**config.mk**
```make
export PLATFORM = sky130hd
export DESIGN_NAME = mc_controller
export DESIGN_NICKNAME = d
export VERILOG_FILES = /design/src/rtl/mc_ctrl_pkg.sv /design/src/rtl/mc_aludec.sv /design/src/rtl/mc_controller.sv
export SDC_FILE = /design/constraint.sdc
export NUM_CORES = 1
export LEC_CHECK = 0
export CAP_MARGIN = 5
export CORE_ASPECT_RATIO = 0.8
export CORE_MARGIN = 2
export CORE_UTILIZATION = 30
export DETAILED_ROUTE_END_ITERATION = 10
export PLACE_DENSITY_LB_ADDON = 0.25
export SLEW_MARGIN = 20
export SYNTH_ARGS = -nofsm -noshare
export SYNTH_HDL_FRONTEND = slang
export SYNTH_SLANG_ARGS = --single-unit
export TNS_END_PERCENT = 5
```
**constraint.sdc**
```tcl
create_clock -name clk -period 1.6 [get_ports clk]
set_input_delay 0.16 -clock clk [delete_from_list [all_inputs] [get_ports clk]]
set_output_delay 0.16 -clock clk [all_outputs]
set_load 0.02 [all_outputs]
```
**src/rtl/mc_ctrl_pkg.sv**
```systemverilog
// rtl/mc_ctrl_pkg.sv - shared states, opcodes and datapath select codes for the multicycle controller
package mc_ctrl_pkg;

    typedef enum logic [3:0] {
        S_FETCH    = 4'd0,
        S_DECODE   = 4'd1,
        S_MEMADR   = 4'd2,
        S_MEMREAD  = 4'd3,
        S_MEMWB    = 4'd4,
        S_MEMWRITE = 4'd5,
        S_EXECR    = 4'd6,
        S_ALUWB    = 4'd7,
        S_EXECI    = 4'd8,
        S_JAL      = 4'd9,
        S_BEQ      = 4'd10,
        S_TRAP     = 4'd15
    } state_t;

    localparam logic [6:0] OP_LW  = 7'b0000011;
    localparam logic [6:0] OP_SW  = 7'b0100011;
    localparam logic [6:0] OP_R   = 7'b0110011;
    localparam logic [6:0] OP_I   = 7'b0010011;
    localparam logic [6:0] OP_BEQ = 7'b1100011;
    localparam logic [6:0] OP_JAL = 7'b1101111;

    localparam logic [1:0] ALUOP_ADD   = 2'b00;
    localparam logic [1:0] ALUOP_SUB   = 2'b01;
    localparam logic [1:0] ALUOP_FUNCT = 2'b10;

    localparam logic [2:0] ALU_ADD = 3'b000;
    localparam logic [2:0] ALU_SUB = 3'b001;
    localparam logic [2:0] ALU_AND = 3'b010;
    localparam logic [2:0] ALU_OR  = 3'b011;
    localparam logic [2:0] ALU_SLT = 3'b101;

    localparam logic [1:0] RES_ALUOUT    = 2'b00;
    localparam logic [1:0] RES_DATA      = 2'b01;
    localparam logic [1:0] RES_ALURESULT = 2'b10;

    localparam logic [1:0] SRCA_PC    = 2'b00;
    localparam logic [1:0] SRCA_OLDPC = 2'b01;
    localparam logic [1:0] SRCA_RD1   = 2'b10;

    localparam logic [1:0] SRCB_RD2  = 2'b00;
    localparam logic [1:0] SRCB_IMM  = 2'b01;
    localparam logic [1:0] SRCB_FOUR = 2'b10;

    localparam logic [1:0] IMM_I = 2'b00;
    localparam logic [1:0] IMM_S = 2'b01;
    localparam logic [1:0] IMM_B = 2'b10;
    localparam logic [1:0] IMM_J = 2'b11;

    // funct3 values the ALU decoder actually implements (add/sub, slt, or, and)
    function automatic logic funct3_alu_ok(input logic [2:0] f3);
        return (f3 == 3'b000) || (f3 == 3'b010) || (f3 == 3'b110) || (f3 == 3'b111);
    endfunction

endpackage

```
**src/rtl/mc_aludec.sv**
```systemverilog
// rtl/mc_aludec.sv - ALU decoder: ALUOp plus instruction fields to ALUControl
import mc_ctrl_pkg::*;

module mc_aludec (
    input  logic [1:0] aluop,
    input  logic [2:0] funct3,
    input  logic       funct7b5,
    input  logic       op5,
    output logic [2:0] alucontrol
);

    always_comb begin
        alucontrol = ALU_ADD;
        case (aluop)
            ALUOP_SUB: alucontrol = ALU_SUB;
            ALUOP_FUNCT: begin
                case (funct3)
                    // only R-type (op5=1) can subtract; addi ignores imm bit 30
                    3'b000:  alucontrol = (op5 & funct7b5) ? ALU_SUB : ALU_ADD;
                    3'b010:  alucontrol = ALU_SLT;
                    3'b110:  alucontrol = ALU_OR;
                    3'b111:  alucontrol = ALU_AND;
                    default: alucontrol = ALU_ADD;
                endcase
            end
            default: alucontrol = ALU_ADD;
        endcase
    end

endmodule

```
**src/rtl/mc_controller.sv**
```systemverilog
// rtl/mc_controller.sv - multicycle RV32I-subset control FSM with memory-ready stalls
import mc_ctrl_pkg::*;

module mc_controller #(
    parameter int STATE_W = 4
) (
    input  logic               clk,
    input  logic               reset,
    input  logic [6:0]         op,
    input  logic [2:0]         funct3,
    input  logic               funct7b5,
    input  logic               Zero,
    input  logic               MemReady,
    output logic               PCWrite,
    output logic               AdrSrc,
    output logic               MemWrite,
    output logic               IRWrite,
    output logic [1:0]         ResultSrc,
    output logic [1:0]         ALUSrcA,
    output logic [1:0]         ALUSrcB,
    output logic               RegWrite,
    output logic [1:0]         ImmSrc,
    output logic [2:0]         ALUControl,
    output logic               Illegal,
    output logic [STATE_W-1:0] State
);

    state_t     state, state_next;
    logic       pcupdate, branch;
    logic       irwrite_s, memwrite_s, regwrite_s, illegal_s;
    logic [1:0] aluop;

    always_ff @(posedge clk) begin
        if (!reset) state <= S_FETCH;
        else        state <= state_next;
    end

    always_comb begin
        state_next = state;
        pcupdate   = 1'b0;
        branch     = 1'b0;
        irwrite_s  = 1'b0;
        memwrite_s = 1'b0;
        regwrite_s = 1'b0;
        illegal_s  = 1'b0;
        aluop      = ALUOP_ADD;
        AdrSrc     = 1'b0;
        ResultSrc  = RES_ALUOUT;
        ALUSrcA    = SRCA_PC;
        ALUSrcB    = SRCB_RD2;
        case (state)
            S_FETCH: begin
                ALUSrcB   = SRCB_FOUR;
                ResultSrc = RES_ALURESULT;
                irwrite_s = MemReady;
                pcupdate  = MemReady;
                if (MemReady) state_next = S_DECODE;
            end
            S_DECODE: begin
                // precompute branch/jal target into ALUOut while decoding
                ALUSrcA = SRCA_OLDPC;
                ALUSrcB = SRCB_IMM;
                case (op)
                    OP_LW, OP_SW: state_next = S_MEMADR;
                    OP_R:   state_next = (funct3_alu_ok(funct3) && (!funct7b5 || funct3 == 3'b000))
                                         ? S_EXECR : S_TRAP;
                    OP_I:   state_next = funct3_alu_ok(funct3) ? S_EXECI : S_TRAP;
                    OP_JAL: state_next = S_JAL;
                    OP_BEQ: state_next = (funct3 == 3'b000) ? S_BEQ : S_TRAP;
                    default: state_next = S_TRAP;
                endcase
            end
            S_MEMADR: begin
                ALUSrcA    = SRCA_RD1;
                ALUSrcB    = SRCB_IMM;
                state_next = (op == OP_LW) ? S_MEMREAD : S_MEMWRITE;
            end
            S_MEMREAD: begin
                AdrSrc = 1'b1;
                if (MemReady) state_next = S_MEMWB;
            end
            S_MEMWB: begin
                ResultSrc  = RES_DATA;
                regwrite_s = 1'b1;
                state_next = S_FETCH;
            end
            S_MEMWRITE: begin
                AdrSrc     = 1'b1;
                memwrite_s = 1'b1;
                if (MemReady) state_next = S_FETCH;
            end
            S_EXECR: begin
                ALUSrcA    = SRCA_RD1;
                aluop      = ALUOP_FUNCT;
                state_next = S_ALUWB;
            end
            S_ALUWB: begin
                regwrite_s = 1'b1;
                state_next = S_FETCH;
            end
            S_EXECI: begin
                ALUSrcA    = SRCA_RD1;
                ALUSrcB    = SRCB_IMM;
                aluop      = ALUOP_FUNCT;
                state_next = S_ALUWB;
            end
            S_JAL: begin
                // PC takes the target from ALUOut while the ALU forms OldPC+4 for rd
                ALUSrcA    = SRCA_OLDPC;
                ALUSrcB    = SRCB_FOUR;
                pcupdate   = 1'b1;
                state_next = S_ALUWB;
            end
            S_BEQ: begin
                ALUSrcA    = SRCA_RD1;
                aluop      = ALUOP_SUB;
                branch     = 1'b1;
                state_next = S_FETCH;
            end
            S_TRAP: begin
                illegal_s = 1'b1;
            end
            default: state_next = S_TRAP;
        endcase
    end

    mc_aludec u_aludec (
        .aluop      (aluop),
        .funct3     (funct3),
        .funct7b5   (funct7b5),
        .op5        (op[5]),
        .alucontrol (ALUControl)
    );

    always_comb begin
        case (op)
            OP_SW:   ImmSrc = IMM_S;
            OP_BEQ:  ImmSrc = IMM_B;
            OP_JAL:  ImmSrc = IMM_J;
            default: ImmSrc = IMM_I;
        endcase
    end

    // enables are gated by reset so an abandoned instruction cannot write anything
    assign PCWrite  = reset & (pcupdate | (branch & Zero));
    assign IRWrite  = reset & irwrite_s;
    assign MemWrite = reset & memwrite_s;
    assign RegWrite = reset & regwrite_s;
    assign Illegal  = reset & illegal_s;
    assign State    = STATE_W'(state);

endmodule
```
# Yosys cells after proc, flatten, opt, wreduce, memory -nomap -nowiden
# Index checks and enable logic that the tools add are counted.
# W data, S select, Z words.
[totals] latch_bits=0 word_cells=78 n_memories=0 out_inout_bits=21 ff_bits=4 ramBits=0 mem_bits_ro=0 inputBits=15
[classes] bitwise_logic=9 n_lt_le_gt_ge=0 n_eq_ne=25 n_mul=0 n_mux=24 n_div=0 shift=0 n_reduce_logical=19 addsub=0
[op_table] operator="$pmux W4 S8" n=1
[op_table] operator="$pmux W4 S5" n=1
[op_table] operator="$eq A4 B3 Y1 const B" n=4
[op_table] operator="$eq A4 B4 Y1 const B" n=4
[op_table] operator="$mux W4" n=4
[op_table] operator="$pmux W2 S2" n=4
[op_table] operator="$eq A7 B6 Y1 const B" n=2
[op_table] operator="$eq A7 B7 Y1 const B" n=2
[op_table] operator="$pmux W3 S4" n=1
[op_table] operator="$reduce_or A2 Y1" n=6
[op_table] operator="$mux W3" n=3
[op_table] operator="$reduce_or A3 Y1" n=3
[op_table] operator="$eq A4 B2 Y1 const B" n=2
[op_table] operator="$and A1 B1 Y1" n=7
[op_table] operator="$eq A7 B2 Y1 const B" n=1
[op_table] operator="$eq A7 B5 Y1 const B" n=1
[op_table] operator="$mux W1" n=7
[op_table] operator="$eq A3 B3 Y1 const B" n=2
[op_table] operator="$ne A2 B2 Y1 const B" n=3
[op_table] operator="$pmux W2 S3" n=1
[op_table] operator="$pmux W3 S2" n=1
[op_table] operator="$eq A4 B1 Y1 const B" n=1
[op_table] operator="$logic_not A4 Y1" n=1
[op_table] operator="$logic_or A1 B1 Y1" n=4
[op_table] operator="other kinds (11)" n=11

# Depth between registers and ports, before layout
# Gate-level depths: netlist (run 1).
[logic_depth] word_depth=8 mapped_depth=9 mapped_depth_nobuf=8

# By module
# From an unflattened synthesis (run 1), not the netlist that was laid out.
[hier_totals] cells_unflattened=118 area_unflattened_um2=829.5
[modules_own_cells] module="mc_controller" instances=1 area_each_um2=733.2 seq_area_each_um2=80.1 cells_per_inst=107
[modules_own_cells] module="mc_aludec" instances=1 area_each_um2=96.3 seq_area_each_um2=0.0 cells_per_inst=11

# Worst setup path before layout (run 1)
# OpenSTA, ideal clock, no wires.
[synth_timing] path_kind="reg-to-output" startpoint="register state[0], in the netlist State[0]" endpoint="output port IRWrite" n_path_buf=2 arrival_time_ns=1.900 required_time_ns=1.440 slack_ns=-0.460 stages_incl_launch_ff=5 path_cell_list="dfxtp_1 buf_2 buf_1 nor4_1 and3_1"
[synth_between] elab_chain_len=3
[synth_lines] item="start, declared" line="mc_controller.sv:28" rtl="state_t state, state_next;"
[synth_lines] item="start signal, assigned" line="mc_controller.sv:35" rtl="else state <= state_next;"
[synth_lines] item="$logic_not A4 Y1" line="mc_controller.sv:51" rtl="case (state)"
[synth_lines] item="$mux W1" line="mc_controller.sv:51"
[synth_lines] item="$and A1 B1 Y1" line="mc_controller.sv:146" rtl="assign IRWrite = reset & irwrite_s;"
[synth_lines] item="end, declared" line="mc_controller.sv:17" rtl="output logic IRWrite,"
# No other way between the ends.

# Worst setup path in the final report (run 1)
[layout_timing] startpoint="register state[2], in the netlist State[2]" endpoint="output port ALUControl[1]"
[layout_between] elab_chain_len=5 elab_cells_between_ends=8 cone_classes="eq/ne (5); mux (2); reduce/logical (1)"
[layout_lines] item="$eq A4 B4 Y1 or $eq A4 B3 Y1 (tied branches)" line="mc_controller.sv:51"
[layout_lines] item="$reduce_or A2 Y1 (no line)"
[layout_lines] item="$pmux W2 S2 *" line="mc_controller.sv:51"
[layout_lines] item="$eq A2 B2 Y1 or $eq A2 B1 Y1 (tied branches)" line="mc_aludec.sv:14" rtl="case (aluop)"
[layout_lines] item="$pmux W3 S2 *" line="mc_aludec.sv:14"
[layout_lines] item="end, declared" line="mc_controller.sv:23" rtl="output logic [2:0] ALUControl,"
# Every way passes the cells marked *; elsewhere a longest branch is shown, timed or not.

==> flow_summary_export.csv, run 1 <==
group,metric,value,unit
status,run_status,"complete, but fails checks",
status,violations,"negative setup slack",
clocking,clk_latency,0.25,ns
floorplanning,die_area,3020,um2
logic_synthesis,synthDistinctLibCells,43,
pwr,internal_power_contribution,1220,uW
detailed_routing,remaining_drc_errors,0,
clocking,clk_pin_slew_worst_paths,0.05,ns
floorplanning,die_width,60.9,um
global_route,number_of_antenna_violations_at_the_first_check_in_global_routing,0,
clocking,clk_path_buf_depth,2,
pwr,sw_frac_of_total,50.7,%
pwr,switchingPower,1260,uW
pwr,power_leakage,0.000718,uW
layout,post_route_cells_drive_above_1_share,46.9,%
logic_synthesis,ys_seq_area_share,10.3,%
layout,area_growth,101,%
logic_synthesis,synthDominantAreaCellType,"dfxtp_1",
layout,nets,213,
global_route,globalRouteOverflowTotal,0,
logic_synthesis,synth_top_area_share,10.3,%
clocking,holdBufCountCts,0,
placement,placement.cell_area,1470,um2
logic_synthesis,synth_simple_gate_area_share,39.1,%
flow_run,drv.max_cap_violation_count,0,
timing,slew_headroom,72.8,%
logic_synthesis,mappedNetlistNets,140,
logic_synthesis,post_synth_mux_area_share,0,%
pwr,worst_ir_drop_vdd,0.747,mV
timing,finalWorstSetupSlack,-0.178,ns
clocking,tritoncts.num_buffers,3,
placement,gpl.final_weighted_congestion,0.955,
floorplanning,floorplan.core_area,2460,um2
critical_path,criticalPathCategory,"reg -> out",
placement,preCtsSetupSlack,-0.473,ns
logic_synthesis,number_of_enable_type_register_cells_in_the_synthesized_netlist,0,
detailed_routing,route.antenna.remaining_nets,0,
critical_path,timing.reg2reg.worst_path_depth,6,
critical_path,crit_path_top_delay_cell,"dfxtp_4",
timing,rsz0062_at_grt,"true",
timing,finalClockSkew,0.0125,ns
layout,antennaDiodeCount,0,
critical_path,timing.critical_path.mode_cell,"nand2_1",
placement,place.detailed.hpwl,2.37,mm
global_route,via_count_of_the_first_global_routing_pass,1103,
clocking,tritoncts_clock_tree,"yes",
critical_path,critical_path_required,1.44,ns
floorplanning,num_rows,16,
layout,commonest_cells_after_routing_fill_and_taps_aside,"buf_4, nand2_1, nor2_1, clkdlybuf4s50_1",
placement,port-buffer-count,35,
timing,report.final.hold_viol_count,0,
timing,clock.fmax,562,MHz
critical_path,critical_path.top_delay_family,"simple AND/OR/NAND/NOR gates",
timing,setup-violations-final,6,
hold_path,timing.hold.worst.start,"op[4]",
timing,worst_slew_pin_slew,0.398,ns
logic_synthesis,syn-mean-instance-area,6.32,um2
floorplanning,floorplan.initialDensity,31.6,%
timing,final_period_minus_worst_setup_slack,1.78,ns
logic_synthesis,synth-compound-area-share,34.0,%
timing,worst_hold_slack,0.700,ns
layout,layout.cells.most_common,"buf_4",
critical_path,end_kind,"primary output",
logic_synthesis,synth_seq_cells,4,
pwr,seqPwrFrac,10.0,%
global_route,grt_pass1_wl,5.02,mm
hold_path,whs_path_depth,4,
clocking,numClockSinks,4,
detailed_routing,route.detailed.wl_per_inst,13.7,um
logic_synthesis,dominantRegCellSynth,"dfxtp_1",
critical_path,start_kind,"register",
timing,final_min_period_over_clock_period,111,%
logic_synthesis,yosys.area_share.xor_xnor,3.38,%
pwr,comb_power_share,84.4,%
critical_path,cp_max_fo,6,
detailed_routing,drt-pass1-iter-count,4,
clocking,cts_htree_levels,1,
hold_path,worstHoldEndpoint,"State[0]",
logic_synthesis,mapped_cells,123,
clocking,cts_root_buf,"clkbuf_4",
critical_path,worstPathArrival,1.62,ns
critical_path,worstReg2RegEnd,"State[2]",
hold_path,min_path_type,"in -> reg",
logic_synthesis,netlist_area,777,um2
layout,post-route-util,63.5,%
critical_path,worst-path-buf-inv,2,
global_route,gr-usage-all-layers,21.5,%
floorplanning,die_y,49.5,um
critical_path,cp_cell_sequence,"nand2_1, o21ai_1, nand2_1, inv_1, ha_2, nand2_2, nor3b_4, buf_6",
timing,drv_slew,0,
detailed_routing,viasPerCell,5.09,
detailed_routing,drt-initial-drc-count,50,
detailed_routing,drt_wl_total,3.16,mm
critical_path,crit_cells,8,
critical_path,rrSetupSlack,-0.04,ns
logic_synthesis,post_synth_fa_ha_maj_area_fraction,4.51,%
pwr,power_density,1590,nW/um2
critical_path,reg2reg_from,"State[0]",
logic_synthesis,synth_area_leaders,"dfxtp_1, nor2_1, nand2_1",
logic_synthesis,largest_family_of_logic_cells_by_synthesized_area,"simple AND/OR/NAND/NOR gates",
global_route,grt_max_degree,13,
logic_synthesis,async_reset_ff_share,0,%
pwr,power.total,2480,uW
detailed_routing,vias,1171,
floorplanning,io-pin-count,36,
layout,finish.instance_area,1560,um2
critical_path,worst_path_largest_cell_delay,0.39,ns
pwr,clock_network_fraction_of_total_power,5.6,%
layout,flip_flop_count_of_the_largest_register_after_layout,4,
logic_synthesis,yosys_warnings,0,
-- power by group through the flow --
stage | logic, uW | registers (uW) | clock network [uW]
6_report | 2100 | 249 | 139
5_1_grt | 2270 | 257 | 152
4_1_cts | 1970 | 227 | 141
3_5_place_dp | 1970 | 208 | 0
3_3_place_gp | 1930 | 204 | 0
2_1_floorplan | 1060 | 226 | 0
-- stage by stage --
step	setup TNS (ns)	std cells
2_1_floorplan	-0.608	123
3_3_place_gp	-4.10	223
3_5_place_dp	-4.67	223
4_1_cts	-1.08	228
5_1_grt	-1.31	230
6_report	-0.651	230
-- metal layers --
metal | vias up | global-route usage [%] | share of wire (%)
li1 | 597 | - | -
met1 | 542 | 29.5 | 47
met4 | 0 | 3.26 | 0
met3 | 0 | 3.15 | 3.2
met2 | 32 | 36.0 | 50
met5 | - | 0 | 0
-- worst min-delay path, cell delays in order --
cell	delay [ns]
clkdlybuf4s50_1	0.42
buf_4	0.15
o21ai_0	0.08
a31oi_1	0.08
-- what timing repair did --
item | CTS | global route
pin swaps | 4 | 4
setup buffers | 2 | 2
resized for setup | 80 | 20
endpoints found under the setup margin | 24 | 16
cloned | 0 | 0
-- cell usage after synthesis (2+ instances only) --
library cell,instances
nor2_1,18
nand2_1,17
nor3_1,9
o21ai_0,6
a21oi_1,5
clkbuf_1,5
inv_1,5
dfxtp_1,4
a31oi_1,3
buf_2,3
nand3_1,3
a2111oi_2,2
a211oi_1,2
and2_1,2
and3_1,2
buf_1,2
ha_1,2
inv_2,2
nor3b_1,2
nor4_1,2
o211ai_1,2
o21bai_1,2
or2_1,2
xnor2_1,2
-- cells by family (layout without fill, tap and decap cells) --
group | after synthesis | count (layout)
compound gates | 34 | 34
xor+xnor | 3 | 3
fa+ha+maj | 3 | 3
buf+inv | 17 | 88
flops | 4 | 4
simple gates | 62 | 62
-- layout make-up --
class / count / area, um2
fillers: 225 / 900
multi-input cells: 102 / 741
repair buffers: 78 / 638
flip-flops and latches: 4 / 90.1
well taps: 36 / 45.0
inverters: 7 / 26.3
clock buffers: 3 / 22.5
-- worst max-delay path by stage --
stage | slack, ns | startpoint | endpoint
6_report | -0.18 | State[2] | ALUControl[1]
4_1_cts | -0.16 | State[0] | PCWrite
3_5_place_dp | -0.47 | State[1] | ALUControl[1]
5_1_grt | -0.26 | State[1] | ALUControl[1]
3_3_place_gp | -0.39 | State[2] | ALUControl[1]
2_1_floorplan | -0.13 | State[0] | ALUControl[1]
No activity file was read; power rests on OpenSTA's default activity.
==> run 2, diff against run 1 <==
ABC_AREA = 1   (was default)
DONT_BUFFER_PORTS = 1   (was default)
==> flow_summary_export.csv, run 2 <==
group,metric,value,unit
status,run_status,"complete, but fails checks",
status,violations,"negative setup slack",
timing,setup-violations-final,6,
critical_path,critPathLaunch,"State[0]",
logic_synthesis,yosysMostFrequentCell,"nand2_1",
logic_synthesis,yosys_warnings,0,
floorplanning,die_y,46.2,um
hold_path,min_path_type,"in -> reg",
logic_synthesis,synth_area_leaders,"nand2_1, nor2_1, dfxtp_1",
pwr,worst_ir_drop_vdd,1.05,mV
detailed_routing,highest_layer,"met4",
logic_synthesis,synth-compound-area-share,13.9,%
placement,port-buffer-count,0,
detailed_routing,drt-initial-drc-count,13,
timing,clock.fmax,562,MHz
placement,place.detailed.hpwl,1.63,mm
global_route,number_of_antenna_violations_at_the_first_check_in_global_routing,0,
logic_synthesis,yosys.area_share.xor_xnor,0,%
logic_synthesis,dominantRegCellSynth,"dfxtp_1",
placement,gpl.final_weighted_congestion,0.913,
timing,rsz0062_at_grt,"true",
clocking,holdBufCountCts,0,
detailed_routing,drt-pass1-iter-count,4,
critical_path,critical_path.top_delay_family,"simple AND/OR/NAND/NOR gates",
detailed_routing,detailroute.wirelength.met3,109,um
detailed_routing,viasPerCell,4.83,
logic_synthesis,post_synth_mux_area_share,0,%
critical_path,reg2reg_from,"State[0]",
critical_path,end_kind,"primary output",
clocking,cts_htree_levels,1,
logic_synthesis,syn-mean-instance-area,5.01,um2
clocking,cts_root_buf,"clkbuf_4",
critical_path,criticalPathCategory,"reg -> out",
floorplanning,floorplan.core_area,2120,um2
critical_path,cp_cell_sequence,"buf_6, nor2_4, a21oi_4, inv_2, ha_4, nand4_1, a21oi_4",
logic_synthesis,netlist_area,667,um2
clocking,numClockSinks,4,
logic_synthesis,async_reset_ff_share,0,%
global_route,via_count_of_the_first_global_routing_pass,800,
placement,place_inst,179,
logic_synthesis,synth_seq_cells,4,
hold_path,timing.hold.worst.start,"reset",
pwr,power_leakage,0.000522,uW
timing,drv_slew,0,
critical_path,worst-path-buf-inv,2,
detailed_routing,vias,908,
layout,final_cell_count_no_fill,188,
critical_path,crit_path_top_delay_cell,"dfxtp_2",
layout,post_route_cells_drive_above_1_share,39.9,%
global_route,grt_max_degree,7,
critical_path,start_kind,"register",
floorplanning,die_width,56.7,um
floorplanning,floorplan.initialDensity,31.4,%
layout,commonest_cells_after_routing_fill_and_taps_aside,"nand2_1, buf_4, nor2_1, inv_1",
floorplanning,die_area,2620,um2
detailed_routing,route.antenna.remaining_nets,0,
timing,finalClockSkew,0.00421,ns
timing,slew_headroom,73.7,%
timing,finalWorstSetupSlack,-0.178,ns
timing,worst_slew_pin_slew,0.393,ns
timing,worst_hold_slack,0.0560,ns
clocking,clk_latency,0.24,ns
pwr,power_density,1590,nW/um2
layout,layout.cells.most_common,"nand2_1",
logic_synthesis,mappedNetlistNets,150,
detailed_routing,route.met2.wl,968,um
detailed_routing,drt_wl_total,2.09,mm
clocking,clk_path_buf_depth,2,
clocking,tritoncts.num_buffers,3,
flow_run,drv.max_cap_violation_count,0,
timing,tns,-0.605,ns
detailed_routing,route.detailed.wl_per_inst,11.1,um
timing,final_min_period_over_clock_period,111,%
logic_synthesis,synthDistinctLibCells,18,
detailed_routing,remaining_drc_errors,0,
global_route,globalRouteOverflowTotal,0,
layout,nets,182,
timing,report.final.hold_viol_count,0,
critical_path,worstPathArrival,1.62,ns
critical_path,worst_path_largest_cell_delay,0.33,ns
logic_synthesis,synth.cells.most_frequent,"nand2_1, nor2_1, inv_1",
logic_synthesis,synth_simple_gate_area_share,56.3,%
layout,flip_flop_count_of_the_largest_register_after_layout,4,
critical_path,timing.critical_path.mode_cell,"a21oi_4",
layout,antennaDiodeCount,0,
detailed_routing,m1WireLength,980,um
global_route,grt_pass1_wl,3.42,mm
clocking,clk_pin_slew_worst_paths,0.04,ns
logic_synthesis,mapped_cells,133,
logic_synthesis,post_synth_fa_ha_maj_area_fraction,3.75,%
global_route,gr-usage-all-layers,17.5,%
floorplanning,io-pin-count,36,
logic_synthesis,synthDominantAreaCellType,"nand2_1",
critical_path,cp_max_fo,4,
timing,final_period_minus_worst_setup_slack,1.78,ns
layout,area_growth,55.0,%
logic_synthesis,number_of_enable_type_register_cells_in_the_synthesized_netlist,0,
critical_path,critical_path_required,1.44,ns
clocking,tritoncts_clock_tree,"yes",
logic_synthesis,ys_seq_area_share,12.0,%
logic_synthesis,synth_top_area_share,20.3,%
logic_synthesis,largest_family_of_logic_cells_by_synthesized_area,"simple AND/OR/NAND/NOR gates",
floorplanning,num_rows,15,
[run 2: layout make-up]
| type | instances | area (um2) |
|---|---|---|
| Clock buffer | 3 | 22.5 |
| Timing Repair Buffer | 27 | 206 |
| Fill cell | 219 | 1090 |
| Inverter | 25 | 93.8 |
| Multi-Input combinational cell | 104 | 594 |
| Tap cell | 25 | 31.3 |
| Sequential cell | 4 | 85.1 |
[run 2: worst paths after layout]
kind,to,slack (ns),cells past startpoint
worst max-delay path,ALUControl[0],-0.18,7
worst min-delay path,State[2],0.06,2
worst max register to register,State[0],0.16,10
worst min register to register,State[1],0.73,3
[run 2: cell families after synthesis]
family / after synthesis
AOI/OAI and AO/OA: 17
and+or+nand+nor: 85
buffers and inverters: 25
DFF: 4
adders and majority gates: 2
[run 2: where the power goes]
group / internal (uW) / total, uW / switching, uW
clock network: 84.3 / 132 / 47.4
logic: 507 / 1310 / 803
registers: 148 / 198 / 49.4
total: 739 / 1640 / 900
[run 2: layer usage]
metal / vias to the layer above / track usage [%]
li1: 483 / -
met3: 4 / 5.06
met4: 0 / 6.67
met2: 21 / 28.6
met5: - / 0
met1: 400 / 22.0
[run 2: metrics by stage]
step	utilization, %	power, uW	setup WS, ns	instance area [um2]
global placement	40.7	1280	0.0107	863
floorplan	-	903	-0.0565	674
CTS	47.3	1580	-0.130	1000
global route	48.7	1780	-0.258	1030
finish	48.7	1640	-0.178	1030
detailed placement	40.7	1270	-0.0576	863
[run 2: timing repair]
item,4_1_cts,5_1_grt
pin swaps,8,8
cloned,0,0
gates resized for setup,21,8
buffers inserted,6,0
endpoints found under the setup margin,7,12
==> run 3, diff against run 2 <==
CORE_MARGIN = 10   (was 2)
==> flow_summary_export.csv, run 3 (same netlist as run 2, synthesis figures left out) <==
group,metric,value,unit
hold_path,min_path_type,"in -> reg",
timing,worst_slew_pin_slew,0.398,ns
pwr,switchingPower,927,uW
critical_path,cp_max_fo,4,
flow_run,drv.max_cap_violation_count,0,
clocking,clk_latency,0.24,ns
clocking,numClockSinks,4,
floorplanning,die_y,62.2,um
layout,layout.cells.most_common,"nand2_1",
critical_path,start_kind,"register",
timing,drv_slew,0,
layout,commonest_cells_after_routing_fill_and_taps_aside,"nand2_1, buf_4, nor2_1, inv_1, inv_2",
detailed_routing,vias,893,
pwr,worst_ir_drop_vdd,0.924,mV
detailed_routing,viasPerCell,4.75,
floorplanning,num_rows,15,
pwr,seqPwrFrac,12.7,%
critical_path,end_kind,"primary output",
timing,setup-violations-final,5,
pwr,internal_power_contribution,747,uW
detailed_routing,route.detailed.wl_per_inst,13.1,um
layout,post_route_cells_drive_above_1_share,41.7,%
critical_path,criticalPathCategory,"reg -> out",
timing,rsz0062_at_grt,"true",
pwr,clock_network_fraction_of_total_power,8.2,%
clocking,clk_pin_slew_worst_paths,0.04,ns
timing,slew_headroom,73.4,%
floorplanning,die_area,4520,um2
timing,finalClockSkew,0.000387,ns
pwr,sw_frac_of_total,55.4,%
timing,final_period_minus_worst_setup_slack,1.71,ns
layout,sequential_cell_area,90.1,um2
detailed_routing,drt-pass1-iter-count,4,
floorplanning,floorplan.core_area,2140,um2
clocking,cts_root_buf,"clkbuf_4",
global_route,via_count_of_the_first_global_routing_pass,860,
layout,n_fill_cell,228,
layout,nets,182,
pwr,power_leakage,0.000519,uW
layout,flip_flop_count_of_the_largest_register_after_layout,4,
pwr,comb_power_share,79.1,%
critical_path,critical_path_required,1.44,ns
timing,report.final.hold_viol_count,0,
pwr,power_density,1620,nW/um2
floorplanning,floorplan.initialDensity,31.2,%
layout,post-route-util,48.2,%
status,violations,"negative setup slack",
global_route,gr-usage-all-layers,10.4,%
clocking,cts_htree_levels,1,
global_route,grt_pass1_wl,3.97,mm
placement,place.detailed.hpwl,1.95,mm
global_route,grt_max_degree,7,
timing,finalWorstSetupSlack,-0.115,ns
status,run_status,"complete, but fails checks",
placement,preCtsSetupSlack,-0.0343,ns
layout,area_taken_by_multi_input_logic_gates,591,um2
clocking,clk_path_buf_depth,2,
timing,clock.fmax,583,MHz
timing,tns,-0.307,ns
placement,port-buffer-count,0,
detailed_routing,drt_wl_total,2.47,mm
clocking,tritoncts_clock_tree,"yes",
floorplanning,die_width,72.7,um
global_route,globalRouteOverflowTotal,0,
critical_path,worstPathArrival,1.55,ns
detailed_routing,remaining_drc_errors,0,
detailed_routing,drt-initial-drc-count,36,
layout,antennaDiodeCount,0,
timing,final_min_period_over_clock_period,107,%
layout,area_growth,54.6,%
global_route,number_of_antenna_violations_at_the_first_check_in_global_routing,0,
placement,gpl.final_weighted_congestion,0.899,
floorplanning,io-pin-count,36,
detailed_routing,route.antenna.remaining_nets,0,
clocking,holdBufCountCts,0,
clocking,tritoncts.num_buffers,3,
[run 3: cell types whose count changed in the layout (fill, tap and decap cells not counted), moves of 2 or more]
cell | previous run | this run
a21oi_4 | 3 | 1
dfxtp_4 | 0 | 2
a21oi_2 | 1 | 3
dfxtp_2 | 4 | 2
[run 3: metal layers]
layer  part of all wire [%]  up-vias  global-route usage [%]
li1                       -      478                       -
met1                     46      389                    12.6
met5                      0        -                       0
met4                   0.77        0                    2.84
met3                    6.5        4                    3.65
met2                     47       22                    16.9
[run 3: power groups by stage]
stage / Clock, uW / Sequential (uW) / Combinational (uW)
after floorplan: 0 / 239 / 664
after global placement: 0 / 176 / 1080
after detailed placement: 0 / 180 / 1090
after CTS: 139 / 199 / 1230
after global routing: 145 / 219 / 1440
final: 138 / 212 / 1320
[run 3: critical path, cell delays in order (launching register included)]
cell     delay (ns)
dfxtp_4        0.36
nor2_4         0.13
inv_2          0.05
nor2_2         0.11
a21oi_2        0.06
inv_2          0.07
ha_4           0.14
nand4_1        0.14
a21oi_4        0.25
[run 3: cell type report]
class	instances	share of cell area, %
clock buffers	3	2.18
flip-flops and latches	4	8.74
inverters	25	9.10
multi-input cells	104	57.3
well taps	25	3.03
repair buffers	27	19.7
[run 3: final timing paths]
path / from / to / slack, ns / cells after the start
hold / removal: reset / State[0] / 0.05 / 2
setup reg to reg: State[0] / State[0] / 0.07 / 10
setup / recovery: State[0] / ALUControl[0] / -0.11 / 8
hold reg to reg: State[1] / State[1] / 0.73 / 3
[run 3: timing repair]
item	CTS	global route
pin swaps	7	10
setup buffers	4	3
endpoints found under the setup margin	6	8
gates resized for setup	22	9
[run 3: metrics by stage]
step	instance area [um2]	total power, uW	hold WS, ns	instances
3_3_place_gp	856	1260	0.323	178
2_1_floorplan	674	903	0.298	133
3_5_place_dp	856	1270	0.312	178
4_1_cts	982	1570	0.0492	185
5_1_grt	1030	1800	0.0600	188
6_report	1030	1670	0.0494	188
